### config.mk
export PLATFORM = sky130hd
export DESIGN_NAME = seg7_scan_driver
export DESIGN_NICKNAME = d
export VERILOG_FILES = /design/src/rtl/seg7_pkg.sv /design/src/rtl/seg7_bin2bcd.sv /design/src/rtl/seg7_scan_driver.sv
export SDC_FILE = /design/constraint.sdc
export NUM_CORES = 1
export LEC_CHECK = 0
export BUFFER_PORTS_ARGS = -buffer_cell sky130_fd_sc_hd__buf_2
export CORE_ASPECT_RATIO = 0.9
export CORE_MARGIN = 3
export CORE_UTILIZATION = 45
export DETAILED_ROUTE_END_ITERATION = 10
export PLACE_DENSITY = 0.61
export SYNTH_ARGS = -nofsm -noshare
export SYNTH_HDL_FRONTEND = slang
export SYNTH_SLANG_ARGS = --single-unit
### constraint.sdc
create_clock -name CLK -period 5.42 [get_ports CLK]
set_clock_uncertainty 0.2 [all_clocks]
set_input_delay 0.542 -clock CLK [delete_from_list [all_inputs] [get_ports CLK]]
set_output_delay 0.542 -clock CLK [all_outputs]
set_load 0.1 [all_outputs]
### src/rtl/seg7_pkg.sv
// Shared constants, conversion state type and saturation helper for the 7-segment scan driver.
package seg7_pkg;

  localparam int unsigned NUM_DIGITS          = 4;
  localparam int unsigned NIBBLE_W            = 4;
  localparam int unsigned VALUE_W             = 16;
  localparam logic [15:0] BCD_MAX             = 16'd9999;
  localparam int unsigned DEFAULT_REFRESH_DIV = 50000;

  typedef enum logic [1:0] {StIdle, StShift, StCommit} conv_state_e;

  function automatic logic [VALUE_W-1:0] saturate_bcd(input logic [VALUE_W-1:0] v);
    return (v > BCD_MAX) ? BCD_MAX : v;
  endfunction

endpackage

### src/rtl/seg7_bin2bcd.sv
// Sequential double-dabble converter: 16 shift iterations, then one commit cycle with done_o high.
module seg7_bin2bcd
  import seg7_pkg::*;
(
  input  logic               clk_i,
  input  logic               rst_ni,
  input  logic               start_i,
  input  logic [VALUE_W-1:0] bin_i,
  output logic               busy_o,
  output logic               done_o,
  output logic [VALUE_W-1:0] bcd_o
);

  conv_state_e        state_q, state_d;
  logic [3:0]         cnt_q, cnt_d;
  logic [VALUE_W-1:0] bin_q, bin_d;
  logic [VALUE_W-1:0] bcd_q, bcd_d;
  logic [VALUE_W-1:0] adj;

  always_comb begin
    state_d = state_q;
    cnt_d   = cnt_q;
    bin_d   = bin_q;
    bcd_d   = bcd_q;
    adj     = bcd_q;
    for (int i = 0; i < NUM_DIGITS; i++) begin
      if (bcd_q[4*i +: 4] >= 4'd5) adj[4*i +: 4] = bcd_q[4*i +: 4] + 4'd3;
    end
    case (state_q)
      StIdle: begin
        if (start_i) begin
          bin_d   = bin_i;
          bcd_d   = '0;
          cnt_d   = '0;
          state_d = StShift;
        end
      end
      StShift: begin
        // Input is saturated to 9999, so the top BCD bit never carries out.
        {bcd_d, bin_d} = {adj[VALUE_W-2:0], bin_q, 1'b0};
        cnt_d          = cnt_q + 4'd1;
        if (cnt_q == 4'd15) state_d = StCommit;
      end
      StCommit: state_d = StIdle;
      default:  state_d = StIdle;
    endcase
  end

  always_ff @(posedge clk_i or negedge rst_ni) begin
    if (!rst_ni) begin
      state_q <= StIdle;
      cnt_q   <= '0;
      bin_q   <= '0;
      bcd_q   <= '0;
    end else begin
      state_q <= state_d;
      cnt_q   <= cnt_d;
      bin_q   <= bin_d;
      bcd_q   <= bcd_d;
    end
  end

  assign busy_o = (state_q != StIdle);
  assign done_o = (state_q == StCommit);
  assign bcd_o  = bcd_q;

endmodule

### src/rtl/seg7_scan_driver.sv
// Latches a display value and dot mask, then scans the four digits one slot at a time.
// Define SEG7_SCAN_BCD_CONV_EN to convert the loaded binary value to decimal before display.
module seg7_scan_driver
  import seg7_pkg::*;
#(
  parameter int unsigned REFRESH_DIV = DEFAULT_REFRESH_DIV,
  parameter int unsigned DIV_W       = 16
) (
  input  logic                  CLK,
  input  logic                  RESET_N,
  input  logic [VALUE_W-1:0]    VALUE_IN,
  input  logic [NUM_DIGITS-1:0] DOT_MASK_IN,
  input  logic                  LOAD_IN,
  output logic                  BUSY_OUT,
  output logic [1:0]            SEG_SELECT_OUT,
  output logic [NIBBLE_W-1:0]   BIN_OUT,
  output logic                  DOT_OUT
);

  logic [DIV_W-1:0]      cnt_q, cnt_d;
  logic                  tick;
  logic [1:0]            idx_q, idx_d;
  logic [VALUE_W-1:0]    disp_q, disp_d;
  logic [NUM_DIGITS-1:0] dot_q, dot_d;
  logic [NIBBLE_W-1:0]   bin_q;
  logic                  dot_out_q;

  assign tick  = (cnt_q == DIV_W'(REFRESH_DIV - 1));
  assign cnt_d = tick ? '0 : cnt_q + 1'b1;
  assign idx_d = tick ? idx_q + 2'd1 : idx_q;

`ifdef SEG7_SCAN_BCD_CONV_EN
  logic                  accept;
  logic                  start_q, busy_q, busy_d;
  logic [VALUE_W-1:0]    cap_q, cap_d;
  logic [NUM_DIGITS-1:0] cap_dot_q, cap_dot_d;
  logic                  conv_busy, conv_done;
  logic [VALUE_W-1:0]    conv_bcd;

  // A pending start also blocks acceptance so a held LOAD_IN cannot restart the converter.
  assign accept = LOAD_IN & ~busy_q & ~start_q & ~conv_busy;

  always_comb begin
    cap_d     = accept ? saturate_bcd(VALUE_IN) : cap_q;
    cap_dot_d = accept ? DOT_MASK_IN : cap_dot_q;
    busy_d    = start_q | (busy_q & ~conv_done);
    disp_d    = conv_done ? conv_bcd : disp_q;
    dot_d     = conv_done ? cap_dot_q : dot_q;
  end

  always_ff @(posedge CLK or negedge RESET_N) begin
    if (!RESET_N) begin
      start_q   <= 1'b0;
      busy_q    <= 1'b0;
      cap_q     <= '0;
      cap_dot_q <= '0;
    end else begin
      start_q   <= accept;
      busy_q    <= busy_d;
      cap_q     <= cap_d;
      cap_dot_q <= cap_dot_d;
    end
  end

  seg7_bin2bcd u_bin2bcd (
    .clk_i   (CLK),
    .rst_ni  (RESET_N),
    .start_i (start_q),
    .bin_i   (cap_q),
    .busy_o  (conv_busy),
    .done_o  (conv_done),
    .bcd_o   (conv_bcd)
  );

  assign BUSY_OUT = busy_q;
`else
  always_comb begin
    disp_d = LOAD_IN ? VALUE_IN : disp_q;
    dot_d  = LOAD_IN ? DOT_MASK_IN : dot_q;
  end

  assign BUSY_OUT = 1'b0;
`endif

  always_ff @(posedge CLK or negedge RESET_N) begin
    if (!RESET_N) begin
      cnt_q     <= '0;
      idx_q     <= '0;
      disp_q    <= '0;
      dot_q     <= '0;
      bin_q     <= '0;
      dot_out_q <= 1'b0;
    end else begin
      cnt_q     <= cnt_d;
      idx_q     <= idx_d;
      disp_q    <= disp_d;
      dot_q     <= dot_d;
      // Indexed by the next digit so select, nibble and dot all change on one edge.
      bin_q     <= disp_q[{idx_d, 2'b00} +: NIBBLE_W];
      dot_out_q <= dot_q[idx_d];
    end
  end

  assign SEG_SELECT_OUT = idx_q;
  assign BIN_OUT        = bin_q;
  assign DOT_OUT        = dot_out_q;

endmodule

==> results_dict.tcl, run 1 <==
set metrics [dict create \
    cp.required_ns 5.40 \
    grt_use_total 0.157 \
    cts_tree "yes" \
    p_int_uw 517 \
    synthesis.nets 210 \
    p_leak_uw 0.00108 \
    pwr-share-clk 0.368 \
    core.rowCount 23 \
    first_iter_violations 70 \
    start_kind "flip-flop" \
    arrival_ns 2.70 \
    switching_power_uw 172 \
    seq_area_sq_um 1080 \
    met3_length_um 190 \
    grt_antenna_before_repair 0 \
    synthTopCellsByArea "dfrtp_1 50%, mux2_2 13%, mux2i_1 7.4%" \
    avgRoutedWirePerCell_um 13.9 \
    status "finished, final reports clean" \
    dpl.hpwl_um 2780 \
    cts_resized 0 \
    max-cap-violations 0 \
    port_buffers 29 \
    die-area_sq_um 5650 \
    netlist.top_cell.by_area "dfrtp_1" \
    dr.pass1.iters 4 \
    synthesis.area_sq_um 2150 \
    antenna_cells 0 \
    drc 0 \
    reg2reg_from "cnt_q[0]" \
    cp_max_fo 26 \
    globalplace.congestion 0.823 \
    final_antenna_net_count 0 \
    synth-async-reset-ratio 1.00 \
    drt-met1-wl_um 2000 \
    grt_max_degree 44 \
    cts_hold_repair.buffers 0 \
    die_h_um 71.6 \
    synth_edf_count 0 \
    finalHoldViolCount 0 \
    h-tree-depth 2 \
    clkTransAtPathRegs_ns 0.08 \
    fin_total_pwr_uw 689 \
    routed_wl_um 3840 \
    avgSynthCellArea_sq_um 11.6 \
    grt_pass1_vias 1430 \
    via_count 1395 \
    crit_type "flip-flop to flip-flop" \
    final_util 0.537 \
    wl_met2_um 1590 \
    ys_seq_elements 43 \
    path_delay_family "simple AND/OR/NAND/NOR gates" \
    fillers 393 \
    worstSkewPairLatency_ns 0.29 \
    period_needed_ns 2.72 \
    yosysWarnings 0 \
    tightest_slew_ns 1.16 \
    rsz0062_at_grt "no" \
    syn_to_final_growth_pct 12.9 \
    synth.top_cell.area_share 0.500 \
    ios 31 \
    cts_buffers 5 \
    swShare 0.249 \
    p_per_area_nw_per_um2 284 \
    clockBufferDepth 2 \
    cp_num_buf_inv 0 \
    viasPerCell 5.05 \
    grt_pass1_wl_um 6980 \
    power_frac_comb 0.123 \
    cp-end-kind "flip-flop" \
    r2r_setup_slack_ns 2.70 \
    crit_slowest_cell "and4_1" \
    relSlewSlack 0.230 \
    regToRegEndpoint "BIN_OUT[3]" \
    finalMaxSlewViolations 0 \
    reg2regPathDepth 5 \
    critPathMaxStageDelay_ns 0.97 \
    syn_inst 186 \
    multi_input_area_sq_um 1000 \
    fin_nets 237 \
    max_freq_mhz 368 \
    synthFlopType "dfrtp_1" \
    path_cells "ha_1 > and3_1 > and4_1 > mux2_2 > a211o_1" \
    core_sq_um 4520 \
    seqPwrFrac 0.508 \
    postCtsSetupRepairBufs 0 \
    final_common_cell "dfrtp_1" \
    finalCritPeriodShare 0.501 \
    grt_overflow_total 0 \
    clockRootBuffer "clkbuf_8" \
    hold_class "input pin to async pin" \
    peakVddDrop_uv 196 \
    cts.sinks 43 \
    layout_common_cells "43 x dfrtp_1, 29 x buf_2, 25 x mux2_2" \
    synth.distinct_cells 34 \
    top_layer_used "met4" \
    ys_seq_area_frac 0.500 \
    die_w_um 78.9 \
    start_util 0.476 \
    drive_above_1_share 0.299 \
    tns_ns 0 \
    finalSetupViolCount 0 \
]
[cell usage after synthesis, types with 2 or more instances]
library cell	n
nor2_1	13
buf_2	2
a211o_1	5
dfrtp_1	43
and4_1	3
xnor2_1	7
nand3_1	3
and2_1	2
nand2b_1	6
clkbuf_1	4
nand2_1	21
xor2_1	6
mux2i_1	16
inv_1	2
mux2_2	25
nor2b_1	7
nand4_1	4
[worst max-delay path by stage]
| stage | start | end | slack [ns] | depth (start not counted) |
|---|---|---|---|---|
| after detailed placement | cnt_q[0] | BIN_OUT[2] | 2.71 | 5 |
| after global routing | cnt_q[13] | BIN_OUT[0] | 2.44 | 4 |
| after floorplan | SEG_SELECT_OUT[1] | BIN_OUT[1] | 3.02 | 5 |
| final | cnt_q[0] | BIN_OUT[3] | 2.70 | 5 |
| after global placement | cnt_q[0] | BIN_OUT[3] | 2.76 | 5 |
| after CTS | cnt_q[0] | BIN_OUT[0] | 2.70 | 5 |
[per-layer routing]
metal / GRT usage / vias up
li1: - / 691
met1: 0.233 / 667
met2: 0.222 / 30
met3: 0.0427 / 7
met4: 0.0515 / 0
met5: 0 / -
[state kept, by name (all words and copies together), names as in the netlist]
name,flops
cnt_q,16
disp_q,16
BIN_OUT,4
dot_q,4
SEG_SELECT_OUT,2
DOT_OUT,1
[stage by stage]
stage	hold WS [ns]	instance area (sq um)	std cells	setup slack, ns
6_report	0.201	2430	276	2.70
4_1_cts	0.238	2430	276	2.70
3_3_place_gp	0.236	2310	268	2.76
2_1_floorplan	0.0464	2150	186	3.02
3_5_place_dp	0.241	2310	268	2.71
5_1_grt	0.274	2430	276	2.44
[layout make-up]
class                           instances  share of cell area
Clock buffer                            6              0.0340
Clock inverter                          2              0.0144
Inverter                                2             0.00309
Multi-Input combinational cell        132               0.413
Sequential cell                        43               0.443
Tap cell                               62              0.0320
Timing Repair Buffer                   29              0.0598
[cell families (layout without fill, tap and decap cells)]
group,Yosys count,after routing,synth area share
mux,41,41,0.205
fa+ha+maj,1,1,0.00582
xor+xnor,13,13,0.0529
compound gates,9,9,0.0320
other cells,1,1,0.00174
simple gates,67,67,0.169
flops,43,43,0.500
buf+inv,11,39,0.0332
[power groups by stage]
stage | combinational, uW | clock, uW | sequential (uW)
after floorplan | 34.9 | 0 | 381
after CTS | 86.4 | 260 | 351
after global placement | 82.9 | 0 | 356
final | 84.9 | 254 | 350
after global routing | 93.1 | 275 | 353
after detailed placement | 86.3 | 0 | 357
Power figures use the tool's default switching activity.
==> run 2, diff against run 1 <==
--- a/config.mk
+++ b/config.mk
@@ -10,7 +10,7 @@
 export CORE_MARGIN = 3
 export CORE_UTILIZATION = 45
 export DETAILED_ROUTE_END_ITERATION = 10
-export PLACE_DENSITY = 0.61
+export PLACE_DENSITY = 0.64
 export SYNTH_ARGS = -nofsm -noshare
 export SYNTH_HDL_FRONTEND = slang
 export SYNTH_SLANG_ARGS = --single-unit
==> constraint.sdc (replaced) <==
create_clock -name CLK -period 2.2 [get_ports CLK]
set_clock_uncertainty 0.2 [all_clocks]
set_input_delay 0.22 -clock CLK [delete_from_list [all_inputs] [get_ports CLK]]
set_output_delay 0.22 -clock CLK [all_outputs]
set_load 0.1 [all_outputs]
==> results_dict.tcl, run 2 (synthesized netlist as in run 1, its figures left out) <==
set metrics [dict create \
    ios 31 \
    grt_antenna_before_repair 0 \
    cp-end-kind "flip-flop" \
    finalMaxSlewViolations 0 \
    drc 0 \
    viasPerCell 5.00 \
    tns_ns 0 \
    path_delay_family "simple AND/OR/NAND/NOR gates" \
    crit_slowest_cell "dfrtp_2" \
    cp_max_fo 21 \
    finalCritPeriodShare 0.948 \
    path_cells "nor4bb_4 > and4_4 > buf_12 > mux2_2 > a211o_1" \
    cp.required_ns 2.18 \
    core_sq_um 4520 \
    fillers 389 \
    first_iter_violations 103 \
    syn_to_final_growth_pct 24.7 \
    clkTransAtPathRegs_ns 0.08 \
    holdWs_ns 0.266 \
    die_w_um 78.9 \
    tightest_slew_ns 0.784 \
    critPathMaxStageDelay_ns 0.45 \
    via_count 1505 \
    crit_type "flip-flop to flip-flop" \
    cts.sinks 43 \
    worstSkewPairLatency_ns 0.29 \
    final_common_cell "dfrtp_1" \
    place_ws_ns 0.111 \
    p_int_uw 1220 \
    peakVddDrop_uv 495 \
    cp_num_buf_inv 1 \
    clockRootBuffer "clkbuf_8" \
    rsz0062_at_grt "no" \
    seqPwrFrac 0.524 \
    power_frac_comb 0.145 \
    switching_power_uw 424 \
    fin_total_pwr_uw 1640 \
    grt_pass1_wl_um 7220 \
    relSlewSlack 0.477 \
    arrival_ns 2.06 \
    max-cap-violations 0 \
    grt_max_degree 37 \
    start_kind "flip-flop" \
    globalplace.congestion 0.863 \
    grt_pass1_vias 1549 \
    core.rowCount 23 \
    status "finished, final reports clean" \
    grt_overflow_total 0 \
    p_leak_uw 0.00118 \
    grt_use_met2 0.247 \
    dr.pass1.iters 4 \
    layout_common_cells "41 x dfrtp_1, 29 x buf_2, 25 x mux2_2" \
    fin_nets 262 \
    dp_cells 272 \
    h-tree-depth 2 \
    grt_use_total 0.163 \
    period_needed_ns 2.08 \
    largestRegisters "cnt_q (16), disp_q (16)" \
    dpl.hpwl_um 2840 \
    start_util 0.476 \
    max_freq_mhz 480 \
    swShare 0.258 \
    hold_class "flip-flop to flip-flop" \
    gr-usage-met1 0.235 \
    cts_tree "yes" \
    final_cells 301 \
    postCtsSetupRepairBufs 0 \
    avgRoutedWirePerCell_um 13.4 \
    routed_wl_um 4030 \
    drive_above_1_share 0.297 \
    met3_usage 0.0402 \
    worst_slack_ns 0.115 \
    cts_buffers 5 \
    finalHoldViolCount 0 \
    busiest_layer "met2" \
    finalSetupViolCount 0 \
    final_antenna_net_count 0 \
    die_h_um 71.6 \
    clockBufferDepth 2 \
    port_buffers 29 \
    p_per_area_nw_per_um2 613 \
    die-area_sq_um 5650 \
    antenna_cells 0 \
    pwr-share-clk 0.330 \
]
## run 2: cell count changes in the layout (fill, tap and decap cells not counted), moves of 2 or more
cell / delta
dlygate4sd3_1: +21
buf_4: +3
dfrtp_1: -2
dfrtp_2: +2
## run 2: power groups by stage
stage / clock [uW] / combinational [uW] / sequential [uW]
floorplan: 0 / 86.0 / 939
global placement: 0 / 206 / 876
detailed placement: 0 / 213 / 878
CTS: 563 / 242 / 862
global route: 596 / 261 / 869
finish: 543 / 239 / 862
## run 2: what timing repair did
item | 4_1_cts | 5_1_grt
setup endpoints to repair | 0 | 5
hold endpoints to repair | 55 | 0
hold buffers | 21 | 0
gates resized for setup | 0 | 5
## run 2: stage by stage
stage,utilization,instance area [sq um]
floorplan,-,2150
global placement,0.521,2350
detailed placement,0.521,2350
CTS,0.590,2660
global route,0.594,2680
finish,0.594,2680
## run 2: routing by layer
metal / vias up / part of all wire
li1: 742 / -
met1: 725 / 0.49
met2: 34 / 0.45
met3: 4 / 0.045
met4: 0 / 0.0084
met5: - / 0
## run 2: area by class of cell
| type | instances | area (sq um) | area share |
|---|---|---|---|
| Clock buffer | 8 | 100 | 0.0373 |
| Inverter | 2 | 7.51 | 0.00280 |
| Multi-Input combinational cell | 132 | 1020 | 0.381 |
| Sequential cell | 43 | 1080 | 0.402 |
| Tap cell | 62 | 77.6 | 0.0289 |
| Timing Repair Buffer | 54 | 398 | 0.148 |
## run 2: final timing paths
check                              to       from  slack [ns]  cells after the start
max in group asynchronous    dot_q[1]    RESET_N        0.84                      3
max reg2reg                BIN_OUT[1]  cnt_q[13]        0.12                      5
min in group asynchronous   cnt_q[14]    RESET_N        0.34                      2
min reg2reg                  cnt_q[0]   cnt_q[0]        0.27                      1
max                        BIN_OUT[1]  cnt_q[13]        0.12                      5
min                          cnt_q[0]   cnt_q[0]        0.27                      1
